`src/rtl/des_pkg.sv`:
```
// -----------------------------------------------------------------------------
// des_pkg
// Shared constants and types for the DES substitution stage:
//   SBOX_TABLE[8][64] : FIPS 46-3 S1..S8, indexed by row*16 + col
//   P_TABLE[32]       : FIPS 46-3 P permutation, bit 1 = MSB
//   des_half_t / des_exp_t / des_sbox_idx_t / des_state_t
//   des_n_groups()    : evaluation cycles per operation for a given width
//   des_cnt_w()       : group counter width (never zero)
//   des_perm()        : applies P to a 32-bit half block
// -----------------------------------------------------------------------------
package des_pkg;

   typedef logic [31:0] des_half_t;
   typedef logic [47:0] des_exp_t;
   typedef logic [2:0]  des_sbox_idx_t;

   typedef enum logic {
      S_IDLE = 1'b0,
      S_RUN  = 1'b1
   } des_state_t;

   function automatic int des_n_groups(input int spc);
      return 8 / spc;
   endfunction

   function automatic int des_cnt_w(input int n);
      return (n > 1) ? $clog2(n) : 1;
   endfunction

   localparam int SBOX_TABLE [8][64] = '{
      // S1
      '{14,  4, 13,  1,  2, 15, 11,  8,  3, 10,  6, 12,  5,  9,  0,  7,
         0, 15,  7,  4, 14,  2, 13,  1, 10,  6, 12, 11,  9,  5,  3,  8,
         4,  1, 14,  8, 13,  6,  2, 11, 15, 12,  9,  7,  3, 10,  5,  0,
        15, 12,  8,  2,  4,  9,  1,  7,  5, 11,  3, 14, 10,  0,  6, 13},
      // S2
      '{15,  1,  8, 14,  6, 11,  3,  4,  9,  7,  2, 13, 12,  0,  5, 10,
         3, 13,  4,  7, 15,  2,  8, 14, 12,  0,  1, 10,  6,  9, 11,  5,
         0, 14,  7, 11, 10,  4, 13,  1,  5,  8, 12,  6,  9,  3,  2, 15,
        13,  8, 10,  1,  3, 15,  4,  2, 11,  6,  7, 12,  0,  5, 14,  9},
      // S3
      '{10,  0,  9, 14,  6,  3, 15,  5,  1, 13, 12,  7, 11,  4,  2,  8,
        13,  7,  0,  9,  3,  4,  6, 10,  2,  8,  5, 14, 12, 11, 15,  1,
        13,  6,  4,  9,  8, 15,  3,  0, 11,  1,  2, 12,  5, 10, 14,  7,
         1, 10, 13,  0,  6,  9,  8,  7,  4, 15, 14,  3, 11,  5,  2, 12},
      // S4
      '{ 7, 13, 14,  3,  0,  6,  9, 10,  1,  2,  8,  5, 11, 12,  4, 15,
        13,  8, 11,  5,  6, 15,  0,  3,  4,  7,  2, 12,  1, 10, 14,  9,
        10,  6,  9,  0, 12, 11,  7, 13, 15,  1,  3, 14,  5,  2,  8,  4,
         3, 15,  0,  6, 10,  1, 13,  8,  9,  4,  5, 11, 12,  7,  2, 14},
      // S5
      '{ 2, 12,  4,  1,  7, 10, 11,  6,  8,  5,  3, 15, 13,  0, 14,  9,
        14, 11,  2, 12,  4,  7, 13,  1,  5,  0, 15, 10,  3,  9,  8,  6,
         4,  2,  1, 11, 10, 13,  7,  8, 15,  9, 12,  5,  6,  3,  0, 14,
        11,  8, 12,  7,  1, 14,  2, 13,  6, 15,  0,  9, 10,  4,  5,  3},
      // S6
      '{12,  1, 10, 15,  9,  2,  6,  8,  0, 13,  3,  4, 14,  7,  5, 11,
        10, 15,  4,  2,  7, 12,  9,  5,  6,  1, 13, 14,  0, 11,  3,  8,
         9, 14, 15,  5,  2,  8, 12,  3,  7,  0,  4, 10,  1, 13, 11,  6,
         4,  3,  2, 12,  9,  5, 15, 10, 11, 14,  1,  7,  6,  0,  8, 13},
      // S7
      '{ 4, 11,  2, 14, 15,  0,  8, 13,  3, 12,  9,  7,  5, 10,  6,  1,
        13,  0, 11,  7,  4,  9,  1, 10, 14,  3,  5, 12,  2, 15,  8,  6,
         1,  4, 11, 13, 12,  3,  7, 14, 10, 15,  6,  8,  0,  5,  9,  2,
         6, 11, 13,  8,  1,  4, 10,  7,  9,  5,  0, 15, 14,  2,  3, 12},
      // S8
      '{13,  2,  8,  4,  6, 15, 11,  1, 10,  9,  3, 14,  5,  0, 12,  7,
         1, 15, 13,  8, 10,  3,  7,  4, 12,  5,  6, 11,  0, 14,  9,  2,
         7, 11,  4,  1,  9, 12, 14,  2,  0,  6, 10, 13, 15,  3,  5,  8,
         2,  1, 14,  7,  4, 10,  8, 13, 15, 12,  9,  0,  3,  5,  6, 11}
   };

   localparam int P_TABLE [32] = '{
      16,  7, 20, 21, 29, 12, 28, 17,
       1, 15, 23, 26,  5, 18, 31, 10,
       2,  8, 24, 14, 32, 27,  3,  9,
      19, 13, 30,  6, 22, 11,  4, 25
   };

   // Output bit k (1 = MSB) takes input bit P_TABLE[k-1] (1 = MSB).
   function automatic des_half_t des_perm(input des_half_t v);
      des_half_t r;
      r = '0;
      for (int k = 0; k < 32; k++) begin
         r[31-k] = v[32-P_TABLE[k]];
      end
      return r;
   endfunction

endpackage

```
`src/rtl/des_sbox_lut.sv`:
```
// -----------------------------------------------------------------------------
// des_sbox_lut
// Combinational lookup for one S-box lane. LANE fixes the lane position inside
// a group; the S-box actually used is i_grp*SPC + LANE, so with SPC=8 the
// select is constant and the lookup collapses to a single fixed table.
// Ports:
//   i_grp  : current group number
//   i_six  : 6-bit S-box input, b5 = MSB
//   o_nib  : 4-bit S-box output
// -----------------------------------------------------------------------------
module des_sbox_lut
   import des_pkg::*;
#(
   parameter int LANE = 0,
   parameter int SPC  = 8
) (
   input  des_sbox_idx_t i_grp,
   input  logic [5:0]    i_six,
   output logic [3:0]    o_nib
);

   des_sbox_idx_t w_sel;
   logic [5:0]    w_addr;

   assign w_sel  = des_sbox_idx_t'(int'(i_grp) * SPC + LANE);
   // row = {b5,b0}, col = b4..b1 -> flat index row*16 + col
   assign w_addr = {i_six[5], i_six[0], i_six[4:1]};
   assign o_nib  = 4'(SBOX_TABLE[w_sel][w_addr]);

endmodule

```
`src/rtl/des_sbox.sv`:
```
// -----------------------------------------------------------------------------
// des_sbox
// DES f-function substitution stage: x = data ^ key, then S1..S8 evaluated
// SBOX_PER_CYCLE at a time over N = 8/SBOX_PER_CYCLE cycles.
// Optional macro DES_SBOX_PERM_EN: result passes through P before the output
// register (same latency).
// Ports:
//   clk_in              : clock, rising edge
//   rst_in              : synchronous active-high reset
//   sbox_data_in [47:0] : expanded half block
//   sbox_key_in  [47:0] : round subkey
//   sbox_data_in_valid  : input qualifier (dropped when not ready)
//   sbox_ready_out      : can accept this cycle (combinational)
//   sbox_data_out[31:0] : result, held until next completion
//   sbox_data_out_valid : one-cycle completion pulse
// -----------------------------------------------------------------------------
module des_sbox
   import des_pkg::*;
#(
   parameter int SBOX_PER_CYCLE = 8
) (
   input  logic        clk_in,
   input  logic        rst_in,
   input  des_exp_t    sbox_data_in,
   input  des_exp_t    sbox_key_in,
   input  logic        sbox_data_in_valid,
   output logic        sbox_ready_out,
   output des_half_t   sbox_data_out,
   output logic        sbox_data_out_valid
);

   localparam int N     = des_n_groups(SBOX_PER_CYCLE);
   localparam int CNT_W = des_cnt_w(N);
   localparam logic [CNT_W-1:0] CNT_LAST = CNT_W'(N - 1);

   des_state_t       r_state, w_state_nxt;
   logic [CNT_W-1:0] r_cnt, w_cnt_nxt;
   des_exp_t         r_x;
   des_half_t        r_scratch;
   des_half_t        r_out;
   logic             r_out_valid;

   logic             w_last;
   logic             w_accept;
   des_half_t        w_merged;
   des_half_t        w_result;

   des_sbox_idx_t    w_idx [SBOX_PER_CYCLE];
   logic [5:0]       w_six [SBOX_PER_CYCLE];
   logic [3:0]       w_nib [SBOX_PER_CYCLE];

   // ---------------------------------------------------------------- control
   always_ff @(posedge clk_in) begin
      if (rst_in) begin
         r_state <= S_IDLE;
         r_cnt   <= '0;
      end else begin
         r_state <= w_state_nxt;
         r_cnt   <= w_cnt_nxt;
      end
   end

   always_comb begin
      w_state_nxt    = r_state;
      w_cnt_nxt      = r_cnt;
      w_last         = (r_state == S_RUN) && (r_cnt == CNT_LAST);
      sbox_ready_out = (r_state == S_IDLE) || w_last;
      w_accept       = sbox_data_in_valid && sbox_ready_out;
      if (w_accept) begin
         // also covers back-to-back: stay in RUN and restart the groups
         w_state_nxt = S_RUN;
         w_cnt_nxt   = '0;
      end else if (w_last) begin
         w_state_nxt = S_IDLE;
         w_cnt_nxt   = '0;
      end else if (r_state == S_RUN) begin
         w_cnt_nxt   = r_cnt + 1'b1;
      end
   end

   // ---------------------------------------------------------------- lanes
   // Lane l of group g handles S-box g*SBOX_PER_CYCLE + l (0-based); S1 sits
   // at the MSB end of both x and the result.
   for (genvar l = 0; l < SBOX_PER_CYCLE; l++) begin : g_lane
      assign w_idx[l] = des_sbox_idx_t'(int'(r_cnt) * SBOX_PER_CYCLE + l);
      assign w_six[l] = r_x[6*(7 - int'(w_idx[l])) +: 6];

      des_sbox_lut #(
         .LANE (l),
         .SPC  (SBOX_PER_CYCLE)
      ) u_lut (
         .i_grp (des_sbox_idx_t'(r_cnt)),
         .i_six (w_six[l]),
         .o_nib (w_nib[l])
      );
   end

   // Scratch with this group's nibbles dropped in; on the last group this is
   // the complete S1..S8 result.
   always_comb begin
      w_merged = r_scratch;
      for (int l = 0; l < SBOX_PER_CYCLE; l++) begin
         w_merged[4*(7 - int'(w_idx[l])) +: 4] = w_nib[l];
      end
   end

`ifdef DES_SBOX_PERM_EN
   assign w_result = des_perm(w_merged);
`else
   assign w_result = w_merged;
`endif

   // ---------------------------------------------------------------- datapath
   always_ff @(posedge clk_in) begin
      if (rst_in) begin
         r_x         <= '0;
         r_scratch   <= '0;
         r_out       <= '0;
         r_out_valid <= 1'b0;
      end else begin
         r_out_valid <= w_last;
         if (w_accept) begin
            r_x <= sbox_data_in ^ sbox_key_in;
         end
         if (r_state == S_RUN) begin
            r_scratch <= w_merged;
         end
         if (w_last) begin
            r_out <= w_result;
         end
      end
   end

   assign sbox_data_out       = r_out;
   assign sbox_data_out_valid = r_out_valid;

endmodule

```
`config.mk`:
```
export PLATFORM = sky130hd
export DESIGN_NAME = des_sbox
export DESIGN_NICKNAME = d
export VERILOG_FILES = /design/src/rtl/des_pkg.sv /design/src/rtl/des_sbox_lut.sv /design/src/rtl/des_sbox.sv
export SDC_FILE = /design/constraint.sdc
export NUM_CORES = 1
export LEC_CHECK = 0
export ABC_AREA = 1
export CAP_MARGIN = 20
export CORE_ASPECT_RATIO = 0.5
export CORE_UTILIZATION = 25
export DETAILED_ROUTE_END_ITERATION = 7
export PLACE_DENSITY = 0.48
export SYNTH_ARGS = -nofsm -noshare
export SYNTH_HDL_FRONTEND = slang
export SYNTH_SLANG_ARGS = --single-unit
```
`constraint.sdc`:
```
create_clock -name clk_in -period 4.4 [get_ports clk_in]
set_clock_uncertainty 0.15 [all_clocks]
set_input_delay 1.32 -clock clk_in [delete_from_list [all_inputs] [get_ports clk_in]]
set_output_delay 1.32 -clock clk_in [all_outputs]
set_load 0.05 [all_outputs]
```
==> metrics.md <==
| Metric | Value |
|---|---|
| CP Max Fanout | `4` |
| DR iter-0 viols | `784` |
| Grt ovf | `0` |
| Mapped Nets | `1408` |
| Sink Count | `83` |
| WL final | `23200 um` |
| Synth Area in Adders | `10.6%` |
| Initial DRT Pass Iterations | `5` |
| Max-Cap Viols | `0` |
| Crit path cell chain | `nand2_2 -> clkdlybuf4s50_1` |
| TritonCTS clock tree | `yes` |
| DP HPWL | `approximately 17000 um` |
| Leakage | `approximately 4.3 nW` |
| WP data arrival | `1.67 ns` |
| CP endpoint kind | `output pin` |
| Pint | `0.00167 W` |
| Switching power | `0.00103 W` |
| Final count of negative-setup-slack endpoints | `0` |
| Total GRT Usage | `15.2%` |
| Largest net degree at the start of global routing | `98` |
| Worst skew pair latency | `~0.36 ns` |
| Diodes inserted | `0` |
| Post-DRT Antenna Nets | `0` |
| Mapped cell area | `7590 um^2` |
| Reg2Reg Setup Slack | `1.93 ns` |
| Worst Setup Start Kind | `register` |
| Crit path kind | `register to output pin` |
| Antenna violations before repair | `0` |
| Synth-to-layout area growth | `22.8%` |
| Synthesized instance count | `1245` |
| Synth area leaders | `dfxtp_1 (22%), nand2_1 (22%), nand3_1 (18%), ha_1 (11%), xor2_1 (5.5%)` |
| # port buffers | `132` |
| XOR/XNOR Fraction of Synth Area | `5.54%` |
| Final slew viol count | `0` |
| CTS H-Tree Depth | `3` |
| Switching share of power | `38.2%` |
| First-pass GRT wire length | `38900 um` |
| Root buffer selected by CTS | `clkbuf_16` |
| Maximum vdd drop | `134 uV` |
| Maximum clock path buffer count | `2` |
| Fmax | `between 300 and 400 MHz` |
| Detailed-route via count | `8289` |
| Final period utilization | `71.4%` |
| CP peak stage delay | `0.82 ns` |
| Area leader, netlist | `dfxtp_1` |
| Setup bufs post-CTS | `0` |
| Slew margin rel. | `between 30% and 40%` |
| Worst hold path type | `register to register` |
| Netlist cell types | `28` |
| Required time of the critical path | `2.93 ns` |
| Clock share of power | `roughly 30%` |
| Slew @ Worst Pin | `slightly above 0.9 ns` |
| Wire length per cell | `13.5 um` |
| CTS resizes | `0` |
| Synthesized flop and latch total | `83` |
| Synth Area in Compound Gates | `10.1%` |
| Comb power frac | `35.4%` |
| Die area | `31100 um^2` |
| Tmin final | `about 3.1 ns` |
| CTS clk-pin slew, worst paths | `0.07 ns` |
| Fraction of layout cells with a size suffix above 1 | `under 10%` |
| Flop pwr share | `roughly 35%` |
| Site row count | `44` |
| Total negative setup slack | `0 ns` |
| Hold Buf Count CTS | `0` |
| Seq/Total Area, Yosys | `21.9%` |
| Avg Cell Area, Syn | `6.10 um^2` |
| Cts bufs inserted | `9` |
| Largest family of logic cells by synthesized area | `simple AND/OR/NAND/NOR gates` |
| Number of global-route vias before repair | `7851` |
| Starting Density | `25.8%` |
| PD cells | `about 290 nW/um^2` |
| Simple-gate share of the synthesized area | `a little over two fifths` |
| Chip height | `125 um` |
| RePlAce Congestion | `about 0.9` |
| RSZ-0062 raised after global routing | `false` |
| Post-synth top area share | `21.9%` |
| Core area | `29400 um^2` |
| Slowest CP cell | `clkdlybuf4s50_1` |
| Die width | `248 um` |
| Final hold vios | `0` |
| DRC violations left | `0` |
| Yosys warns | `0` |
| Total power | `0.00270 W` |
| Mux contribution to synthesized area | `0%` |
| Status | `finished clean` |
| Post-DR vias/cell | `4.81` |
| Io pins | `133` |
| # nets final | `1490` |
-- final timing paths --
check,start,endpoint,depth (start not counted)
setup / recovery,r_state,sbox_ready_out,2
setup reg to reg,r_x[37],sbox_data_out[27],11
hold / removal,sbox_data_out[13],sbox_data_out[13],2
hold reg to reg,sbox_data_out[13],sbox_data_out[13],2
-- layer usage --
| layer | vias up | GRT usage, % | routed length [um] |
|---|---|---|---|
| met2 | 222 | 25.6 | 11100 |
| met1 | 3804 | 19.7 | 10600 |
| li1 | 4231 | - | - |
| met3 | 32 | 2.34 | 1020 |
| met4 | 0 | 5.06 | 516 |
| met5 | - | 0 | 0 |
-- critical path, delay by kind of cell, from the launching register on --
kind / cells / cell delay, ns
buffers and inverters: 1 / 0.82
flip-flops: 1 / 0.36
AND/OR/NAND/NOR: 1 / 0.13
-- synth_stat cells --
cell type and number:
nor3_1 1, a21oi_2 1, o21ai_1 10, nand2_1 438, nor2_2 1, nor2_1 18, nand4_1 3, inv_4 1
buf_4 12, a21oi_1 72, nand3_2 1, inv_1 78, xor2_1 48, ha_1 64, nor4_1 1, buf_6 13
or2_0 1, nand3_1 269, buf_2 33, clkbuf_2 1, nand2_4 1, clkinv_1 2, nand2_2 3, inv_2 13
or2_2 3, clkbuf_1 4, o21ai_0 70, dfxtp_1 83
-- logic make-up (layout without fill, tap and decap cells) --
kind of cell,count (synthesis),count (layout)
xor gates and xnor gates,48,48
buffers and inverters,157,244
and+or+nand+nor,740,740
AOI/OAI and AO/OA,153,153
adders and majority gates,64,64
DFF,83,83
-- metrics by stage --
| step | hold WS (ns) | utilization (%) | instances | area (um^2) | setup slack [ns] |
|---|---|---|---|---|---|
| final | 0.300 | 31.7 | 1723 | 9320 | 1.26 |
| after global routing | 0.318 | 31.7 | 1723 | 9320 | 1.21 |
| after CTS | 0.306 | 31.7 | 1723 | 9320 | 1.24 |
| after detailed placement | 0.292 | 30.6 | 1707 | 9000 | 1.17 |
| after global placement | 0.290 | 30.6 | 1707 | 9000 | 1.28 |
| after floorplan | 0.331 | - | 1245 | 7590 | 2.33 |
-- layout by cell type, fill, tap and decap left out, drive strengths merged, types with 3 or more instances in the layout --
cell type      netlist  final
dfxtp               83     83
nor2                19     19
clkdlybuf4s50        0    132
a21oi               73     73
ha                  64     64
inv                 92     92
or2                  4      4
o21ai               80     80
nand2              442    442
clkbuf               5     13
nand3              270    270
xor2                48     48
nand4                3      3
-- registers in the layout, indices dropped and copies added (netlist names) --
| signal | count |
|---|---|
| sbox_data_out | 32 |
| r_cnt | 1 |
| r_state | 1 |
| sbox_data_out_valid | 1 |
| r_x | 48 |
-- final cells by class --
cell class,count,area (um^2)
fill,3278,20100
tap,391,489
timing repair buffer,134,1340
clock buffer,13,270
clock inverter,3,45.0
multi-input combinational,1005,5160
inverter,94,355
sequential,83,1660
-- power groups by stage --
| stage | combinational, W | clock (W) | sequential [W] |
|---|---|---|---|
| after detailed placement | 0.000955 | 0 | 0.000946 |
| after floorplan | 0.000647 | 0 | 0.000961 |
| after global routing | 0.00108 | 0.000874 | 0.000946 |
| after global placement | 0.000955 | 0 | 0.000948 |
| final | 0.000957 | 0.000815 | 0.000932 |
| after CTS | 0.000959 | 0.000847 | 0.000931 |
No activity file was read; power rests on OpenSTA's default activity.
